--- config.mk ---
export PLATFORM = sky130hd
export DESIGN_NAME = ex_muldiv_seq
export DESIGN_NICKNAME = d
export VERILOG_FILES = /design/src/rtl/ex_pkg.sv /design/src/rtl/muldiv_addsub.sv /design/src/rtl/ex_muldiv_seq.sv
export SDC_FILE = /design/constraint.sdc
export NUM_CORES = 1
export LEC_CHECK = 0
export CELL_PAD_IN_SITES_DETAIL_PLACEMENT = 1
export CELL_PAD_IN_SITES_GLOBAL_PLACEMENT = 1
export CORE_MARGIN = 8
export CORE_UTILIZATION = 38
export DETAILED_ROUTE_END_ITERATION = 10
export PLACE_DENSITY_LB_ADDON = 0.25
export SYNTH_ARGS = -nofsm -noshare
export SYNTH_HDL_FRONTEND = slang
export SYNTH_SLANG_ARGS = --single-unit
--- constraint.sdc ---
create_clock -name clk -period 3.7 [get_ports clk]
set_input_delay 0.74 -clock clk [delete_from_list [all_inputs] [get_ports clk]]
set_output_delay 0.74 -clock clk [all_outputs]
set_load 0.02 [all_outputs]
--- src/rtl/ex_pkg.sv ---
// Shared definitions for the execute-stage multiply/divide sequencer:
// op encodings, FSM state values and the default operand width.
package ex_pkg;

  localparam int DEFAULT_WIDTH = 32;

  localparam logic [1:0] OP_MULT  = 2'b00;
  localparam logic [1:0] OP_MULTU = 2'b01;
  localparam logic [1:0] OP_DIV   = 2'b10;
  localparam logic [1:0] OP_DIVU  = 2'b11;

  typedef enum logic [1:0] {
    ST_IDLE = 2'b00,
    ST_CALC = 2'b01,
    ST_FIX  = 2'b10,
    ST_DONE = 2'b11
  } state_t;

endpackage

--- src/rtl/muldiv_addsub.sv ---
// WIDTH+1-bit add/subtract unit shared by the multiply and divide loops.
// With sub set it computes a - b; carry = 1 then means a >= b (no borrow).
module muldiv_addsub #(
  parameter int WIDTH = 32
) (
  input  logic [WIDTH:0] a,
  input  logic [WIDTH:0] b,
  input  logic           sub,
  output logic [WIDTH:0] sum,
  output logic           carry
);

  logic [WIDTH:0] b_eff_s;

  // Two's-complement subtract: invert b and inject sub as the carry-in.
  always_comb begin
    if (sub) begin
      b_eff_s = ~b;
    end else begin
      b_eff_s = b;
    end
    {carry, sum} = {1'b0, a} + {1'b0, b_eff_s} + {{(WIDTH + 1){1'b0}}, sub};
  end

endmodule

--- src/rtl/ex_muldiv_seq.sv ---
// Iterative MULT/MULTU/DIV/DIVU sequencer producing a HI/LO result after WIDTH+2 cycles.
// Build option MULDIV_SIGNED_EN enables signed MULT/DIV; otherwise every op is unsigned.
module ex_muldiv_seq
  import ex_pkg::*;
#(
  parameter int WIDTH = DEFAULT_WIDTH
) (
  input  logic             clk,
  input  logic             reset,
  input  logic             start,
  input  logic [1:0]       op,
  input  logic [WIDTH-1:0] src_a,
  input  logic [WIDTH-1:0] src_b,
  output logic             busy,
  output logic             stall_req,
  output logic             done,
  output logic [WIDTH-1:0] hi,
  output logic [WIDTH-1:0] lo,
  output logic             div_by_zero
);

  state_t           state_r;
  logic             is_div_r, signed_r, sign_a_r, sign_b_r;
  logic [5:0]       count_r;
  logic [WIDTH-1:0] acc_r, mq_r, opb_r, hi_r, lo_r;
  logic             busy_r, done_r, dbz_r;

  logic             signed_s;
  logic [WIDTH-1:0] abs_a_s, abs_b_s, fix_hi_s, fix_lo_s;
  logic [WIDTH:0]   as_a_s, as_b_s, as_sum_s;
  logic             as_sub_s, as_carry_s;

  // Decode signedness of the incoming op and form operand magnitudes.
  always_comb begin
`ifdef MULDIV_SIGNED_EN
    signed_s = ~op[0];
`else
    signed_s = op[0] & 1'b0;
`endif
    if (signed_s && src_a[WIDTH-1]) begin
      abs_a_s = -src_a;
    end else begin
      abs_a_s = src_a;
    end
    if (signed_s && src_b[WIDTH-1]) begin
      abs_b_s = -src_b;
    end else begin
      abs_b_s = src_b;
    end
  end

  // Steer the shared adder: divide trial-subtracts from the left-shifted remainder.
  always_comb begin
    if (is_div_r) begin
      as_a_s   = {acc_r, mq_r[WIDTH-1]};
      as_b_s   = {1'b0, opb_r};
      as_sub_s = 1'b1;
    end else begin
      as_a_s = {1'b0, acc_r};
      if (mq_r[0]) begin
        as_b_s = {1'b0, opb_r};
      end else begin
        as_b_s = {(WIDTH + 1){1'b0}};
      end
      as_sub_s = 1'b0;
    end
  end

  muldiv_addsub #(.WIDTH(WIDTH)) u_addsub (
    .a     (as_a_s),
    .b     (as_b_s),
    .sub   (as_sub_s),
    .sum   (as_sum_s),
    .carry (as_carry_s)
  );

  // Sign correction applied in FIX; the remainder follows the dividend's sign.
  always_comb begin
    fix_hi_s = acc_r;
    fix_lo_s = mq_r;
    if (is_div_r) begin
      if (signed_r && (sign_a_r ^ sign_b_r)) begin
        fix_lo_s = -mq_r;
      end else begin
        fix_lo_s = mq_r;
      end
      if (signed_r && sign_a_r) begin
        fix_hi_s = -acc_r;
      end else begin
        fix_hi_s = acc_r;
      end
    end else begin
      if (signed_r && (sign_a_r ^ sign_b_r)) begin
        {fix_hi_s, fix_lo_s} = -{acc_r, mq_r};
      end else begin
        {fix_hi_s, fix_lo_s} = {acc_r, mq_r};
      end
    end
  end

  // Sequencer FSM, iteration datapath and registered result outputs.
  always_ff @(posedge clk) begin
    if (!reset) begin
      state_r  <= ST_IDLE;
      is_div_r <= 1'b0;
      signed_r <= 1'b0;
      sign_a_r <= 1'b0;
      sign_b_r <= 1'b0;
      count_r  <= 6'd0;
      acc_r    <= {WIDTH{1'b0}};
      mq_r     <= {WIDTH{1'b0}};
      opb_r    <= {WIDTH{1'b0}};
      hi_r     <= {WIDTH{1'b0}};
      lo_r     <= {WIDTH{1'b0}};
      busy_r   <= 1'b0;
      done_r   <= 1'b0;
      dbz_r    <= 1'b0;
    end else begin
      case (state_r)
        ST_IDLE: begin
          done_r <= 1'b0;
          if (start) begin
            is_div_r <= op[1];
            signed_r <= signed_s;
            sign_a_r <= signed_s & src_a[WIDTH-1];
            sign_b_r <= signed_s & src_b[WIDTH-1];
            count_r  <= 6'd0;
            acc_r    <= {WIDTH{1'b0}};
            if (op[1] && (src_b == {WIDTH{1'b0}})) begin
              hi_r    <= src_a;
              lo_r    <= {WIDTH{1'b1}};
              dbz_r   <= 1'b1;
              done_r  <= 1'b1;
              state_r <= ST_DONE;
            end else begin
              dbz_r   <= 1'b0;
              busy_r  <= 1'b1;
              state_r <= ST_CALC;
              if (op[1]) begin
                mq_r  <= abs_a_s;
                opb_r <= abs_b_s;
              end else begin
                mq_r  <= abs_b_s;
                opb_r <= abs_a_s;
              end
            end
          end
        end
        ST_CALC: begin
          count_r <= count_r + 6'd1;
          if (is_div_r) begin
            if (as_carry_s) begin
              acc_r <= as_sum_s[WIDTH-1:0];
              mq_r  <= {mq_r[WIDTH-2:0], 1'b1};
            end else begin
              acc_r <= as_a_s[WIDTH-1:0];
              mq_r  <= {mq_r[WIDTH-2:0], 1'b0};
            end
          end else begin
            acc_r <= as_sum_s[WIDTH:1];
            mq_r  <= {as_sum_s[0], mq_r[WIDTH-1:1]};
          end
          if (count_r == 6'(WIDTH - 1)) begin
            state_r <= ST_FIX;
          end
        end
        ST_FIX: begin
          hi_r    <= fix_hi_s;
          lo_r    <= fix_lo_s;
          done_r  <= 1'b1;
          busy_r  <= 1'b0;
          state_r <= ST_DONE;
        end
        ST_DONE: begin
          done_r  <= 1'b0;
          state_r <= ST_IDLE;
        end
        default: begin
          busy_r  <= 1'b0;
          done_r  <= 1'b0;
          state_r <= ST_IDLE;
        end
      endcase
    end
  end

  assign busy        = busy_r;
  assign done        = done_r;
  assign hi          = hi_r;
  assign lo          = lo_r;
  assign div_by_zero = dbz_r;
  assign stall_req   = (start && (state_r == ST_IDLE)) || busy_r;

endmodule

* Word-level counts from Yosys, hierarchy flattened *
Index checks and enable logic that the tools add are counted.

operators by class
  eq/ne operators = 8
  muxes and demuxes = 34
  bitwise operators = 2
  add/sub/neg operators = 3
  reduce and logical (&&, ||, !) cells = 15

operators by type and width
  kind                                                                   count
  32-bit two-way mux                                                     14
  32-bit one-hot mux with 2 select lines                                 4
  33-bit two-way mux                                                     2
  33-bit by 33-bit adder with 34-bit output                              1
  34-bit by 1-bit adder with 34-bit output                               1
  32-bit inverter with 33-bit output                                     1
  32-bit zero test                                                       1
  6-bit one-hot mux with 2 select lines                                  1
  3-bit AND reduction                                                    4
  2-bit inequality test, second input constant                           4
  2-bit one-hot mux with 4 select lines                                  1
  6-bit by 1-bit adder with 6-bit output, second input constant          1
  6-bit by 5-bit equality test with 1-bit output, second input constant  1
  1-bit two-way mux                                                      6
  2-bit two-way mux                                                      3
  6-bit two-way mux                                                      1
  2-bit AND reduction                                                    3
  2-bit equality test, second input constant                             2
  2-bit nonzero test                                                     2
  1-bit one-hot mux with 3 select lines                                  1
  3-bit nonzero test                                                     1
  2-bit by 1-bit equality test with 1-bit output, second input constant  1
  1-bit logical AND                                                      2
  2-bit zero test                                                        1
  3 further kinds                                                        3

storage, ports and cells
  flip-flop bits (word level) = 172
  input bits = 69
  output and inout port bits = 68

* Depth between registers and ports, before layout *
  depth after elaboration = 9
  gate-level depth with buffers = 17
  depth with buffers taken out = 13

* By module *
Synthesis repeated with hierarchy kept, for this count alone.

second synthesis, totals
  cells, all modules = 1216
  area, all modules = 11035.6 sq um

by module, submodules not included
  module         instances  sequential area each (sq um)  cells an instance  area each (sq um)
  ex_muldiv_seq  1          3443.3                        932                9002.4
  muldiv_addsub  1          0.0                           284                2033.2

* Least setup slack after synthesis *
OpenSTA, ideal clock, no wires.

  kind = register to register
  start point = register is_div_r
  end point = register acc_r[27]
  path slack = 0.206 ns
  period minus slack after synthesis = 3.494 ns
  buffers on the path = 3
  library setup time = 0.079 ns
  data required time = 3.621 ns
  cell stages (with the launch flop) = 14
  arrival time = 3.415 ns
  cells stage by stage = dfxtp_1 -> buf_2 -> buf_1 -> buf_1 -> mux2_2 -> fa_1 -> a211oi_1 -> o21ai_2 -> o211ai_1 -> a21oi_1 -> a41oi_1 -> xnor2_1 -> o221ai_1 -> a211oi_2

between the ends
  word-level cells in the longest chain between the ends = 8
  elaborated cells between the ends (all ways) = 10
  classes of those cells = add/sub (2); mux (7); bitwise (1)

RTL lines
  what                                        line                  text
  start: declaration                          ex_muldiv_seq.sv:23   logic is_div_r, signed_r, sign_a_r, sign_b_r;
  start signal: assignment                    ex_muldiv_seq.sv:123  is_div_r <= op[1];
  32-bit two-way mux                          ex_muldiv_seq.sv:54   if (is_div_r) begin
  32-bit inverter with 33-bit output          muldiv_addsub.sv:18   b_eff_s = ~b;
  33-bit two-way mux                          muldiv_addsub.sv:17   if (sub) begin
  33-bit by 33-bit adder with 34-bit output   muldiv_addsub.sv:22   {carry, sum} = {1'b0, a} + {1'b0, b_eff_s} + {{(WIDTH + 1){1'b0}}, sub};
  34-bit by 1-bit adder with 34-bit output    muldiv_addsub.sv:22
  32-bit two-way mux                          ex_muldiv_seq.sv:152  if (as_carry_s) begin
  32-bit two-way mux (*)                      ex_muldiv_seq.sv:151  if (is_div_r) begin
  32-bit one-hot mux with 2 select lines (*)  ex_muldiv_seq.sv:119  case (state_r)
  end signal: assignment                      ex_muldiv_seq.sv:153  acc_r <= as_sum_s[WIDTH-1:0];
  end signal: assignment                      ex_muldiv_seq.sv:156  acc_r <= as_a_s[WIDTH-1:0];
  end signal: assignment                      ex_muldiv_seq.sv:160  acc_r <= as_sum_s[WIDTH:1];
  end: declaration                            ex_muldiv_seq.sv:25   logic [WIDTH-1:0] acc_r, mq_r, opb_r, hi_r, lo_r;

Mark *: on every way between the ends. The rest lies on a longest branch, timed or not.
A chain may end at the register's enable or synchronous reset.

* Worst setup path in the final report *
  start point = register is_div_r
  end point = register acc_r[14]

Same word-level chain as after synthesis.

==> flow_metrics.env <==
export IMPL_grt_overflow_total=0
export IMPL_num_rows=62
export IMPL_final_cell_area_sq_mm=0.0135
export IMPL_yosysWarnings=0
export IMPL_grt_max_degree=145
export IMPL_vdd_drop_max_uv=348
export IMPL_drive_above_1_share=0.0999
export IMPL_fin_crit_ps=3490
export IMPL_n_fill_cell=3410
export IMPL_crit_type="reg -> reg"
export IMPL_worst_ep_arrival_time_ps=3770
export IMPL_status="finished, final reports clean"
export IMPL_synth_top_cell_area_share=0.315
export IMPL_drt_iter0_markers=597
export IMPL_syn_nets=1465
export IMPL_report_final_slew_viol_count=0
export IMPL_dpl_cell_area_sq_mm=0.0129
export IMPL_slowest_delay_ps=430
export IMPL_hold_viol=0
export IMPL_crit_required_ps=3980
export IMPL_fin_hold_ws_ps=497
export IMPL_powerDensity_mw_per_mm2=647
export IMPL_cts_tree="built"
export IMPL_io_buffers=135
export IMPL_worstMarginPinSlew_ps=704
export IMPL_async_flop_share=0
export IMPL_syn_area_per_cell_sq_um=8.04
export IMPL_start_util=0.384
export IMPL_vias=10615
export IMPL_synth_seq_area_share=0.315
export IMPL_synthesis_instances=1359
export IMPL_area_growth_syn_to_layout_pct=23.4
export IMPL_synth_edf_count=0
export IMPL_cp_slowest_cell="ha_1"
export IMPL_die_area_sq_mm=0.0344
export IMPL_core_area_sq_mm=0.0285
export IMPL_maxCapViolations=0
export IMPL_hold_path_class="reg -> reg"
export IMPL_pin_count=137
export IMPL_synth_seq_cells=172
export IMPL_p_leak_nw=4.77
export IMPL_clock_sinks=172
export IMPL_dp_hpwl_microns=28500
export IMPL_cts_buffers=17
export IMPL_max_freq_mhz=287
export IMPL_setup_viol=0
export IMPL_path_clk_slew_ps=70
export IMPL_grt_pass1_vias=10573
export IMPL_fin_worst_skew_ps=18.1
export IMPL_utilization=0.474
export IMPL_fp_dieH_microns=186
export IMPL_crit_family="compound AO/OA/AOI/OAI gates"
export IMPL_grtUsageTotal=0.218
export IMPL_viasPerCell=5.72
export IMPL_drc_errors=0
export IMPL_die_w_microns=186
export IMPL_critPathMaxFanout=26
export IMPL_layout_nets=1564
export IMPL_cts_max_level=4
export IMPL_end_kind="register"
export IMPL_cp_start_kind="register"
export IMPL_grt_pass1_wl_microns=59900
export IMPL_globalplace_congestion=0.849
export IMPL_clock_latency_ps=440
export IMPL_cts_root_buf="clkbuf_16"
export IMPL_antenna_found_initial=1
export IMPL_total_power_mw=8.73
export IMPL_path_cells="clkinvlp_4 > buf_4 > buf_4 > nand3_1 > o21ai_0 > ha_1 > a21oi_1 > o21ai_0 > a211o_1 > a31oi_1 > a21bo_4 > or2_1 > o2111ai_1 > a21oi_1"
export IMPL_ys_flop_type="dfxtp_1"
export IMPL_synth_cell_types=69
export IMPL_rsz0062_at_grt="false"
export IMPL_setup_tns_ps=0
export IMPL_synth_area_leaders="dfxtp_1, a211oi_1, mux2i_1"
export IMPL_cts_buffer_depth=2
export IMPL_netlist_area_sq_mm=0.0109
export IMPL_post_route_period_util=0.943
export IMPL_wl_microns=37800
export IMPL_drtAntennaViolNets=0
export IMPL_synth_area_leader_cell="dfxtp_1"
export IMPL_drt_pass1_iterations=5
export IMPL_cp_num_buf_inv=3
export IMPL_wl_per_cell_microns=20.4
export IMPL_slew_headroom=0.531
## routing by layer
metal | part of all wire | vias up | global-route usage
li1 | - | 5200 | -
met4 | 0.013 | 0 | 0.0651
met5 | 0 | - | 0
met3 | 0.033 | 23 | 0.0185
met1 | 0.47 | 5212 | 0.297
met2 | 0.48 | 180 | 0.362
## cells in the mapped netlist (32+ instances only)
cell type	count
nor2_1	186
dfxtp_1	172
a211oi_1	136
mux2i_1	99
nand2_1	92
a21oi_1	87
o21ai_0	74
clkbuf_1	72
inv_1	44
ha_1	36
nor2b_1	34
a311oi_1	32
## registers in the layout (all words and copies together), names as in the netlist, 2 cells and up
| register | flops |
|---|---|
| acc_r | 32 |
| state_r | 2 |
| mq_r | 32 |
| hi | 32 |
| count_r | 6 |
| lo | 32 |
| opb_r | 32 |
## cells in the final DEF, fill, tap and decap left out, types with 4 or more instances in the layout
master	instances
dfxtp_1	171
inv_6	4
buf_12	10
o21bai_1	4
ha_1	34
o211ai_1	8
nand3_1	19
and2_1	8
a311oi_1	32
xnor2_1	18
o31ai_1	6
o221ai_1	19
clkdlybuf4s50_1	134
nor4_1	11
a21o_1	6
nor3_1	15
buf_4	45
o21a_1	5
a31oi_1	8
nand3b_1	4
mux2i_1	99
o21ai_0	73
nor2b_1	34
o22ai_1	12
a211oi_1	135
nor2_1	185
nand2b_1	6
clkbuf_16	17
a21oi_1	86
xor2_1	11
nand4_1	7
nand2_1	92
inv_1	43
o21ai_1	17
mux2_2	31
## power by group
| group | internal [mW] | switching, mW |
|---|---|---|
| Combinational | 1.63 | 2.52 |
| Clock | 1.02 | 0.823 |
| Sequential | 2.31 | 0.421 |
| Total | 4.96 | 3.76 |
## cells by family after synthesis
kind of cell               synth area share
DFF                                   0.315
and+or+nand+nor                       0.164
muxes                                 0.123
buffers and inverters                0.0582
xor gates and xnor gates             0.0233
adders and majority gates            0.0431
AOI/OAI and AO/OA                     0.274
## per-stage QoR
stage,std cells,setup WS (ps)
4_1_cts,1855,215
2_1_floorplan,1359,206
6_report,1857,211
5_1_grt,1856,19.7
3_3_place_gp,1823,254
3_5_place_dp,1823,234
## tightest hold or removal path, stage by stage (launching register included)
cell and delay, ps:
dfxtp_1 310, nor2_1 90, a311oi_1 50
## final timing paths
| kind | startpoint | to | slack, ps | cells past startpoint |
|---|---|---|---|---|
| worst min register to register | lo[25] | lo[25] | 500 | 2 |
| worst max-delay path | is_div_r | acc_r[14] | 210 | 14 |
| worst max register to register | is_div_r | acc_r[14] | 210 | 14 |
| worst min-delay path | lo[25] | lo[25] | 500 | 2 |
## final cells by class
class / instances / area [sq um] / area share
Multi-Input combinational cell: 1033 / 6900 / 0.512
Antenna cell: 2 / 5.00 / 0.000371
Tap cell: 384 / 480 / 0.0356
Inverter: 45 / 175 / 0.0130
Clock buffer: 19 / 433 / 0.0321
Clock inverter: 13 / 160 / 0.0119
Sequential cell: 172 / 3450 / 0.256
Timing Repair Buffer: 189 / 1880 / 0.139
## timing repair
item | 4_1_cts | 5_1_grt
hold buffers | 0 | 0
resized for setup | 0 | 5
endpoints found under the setup margin | 0 | 5
hold endpoints to repair | 0 | 0
buffers inserted | 0 | 0
No activity file was read; power rests on OpenSTA's default activity.
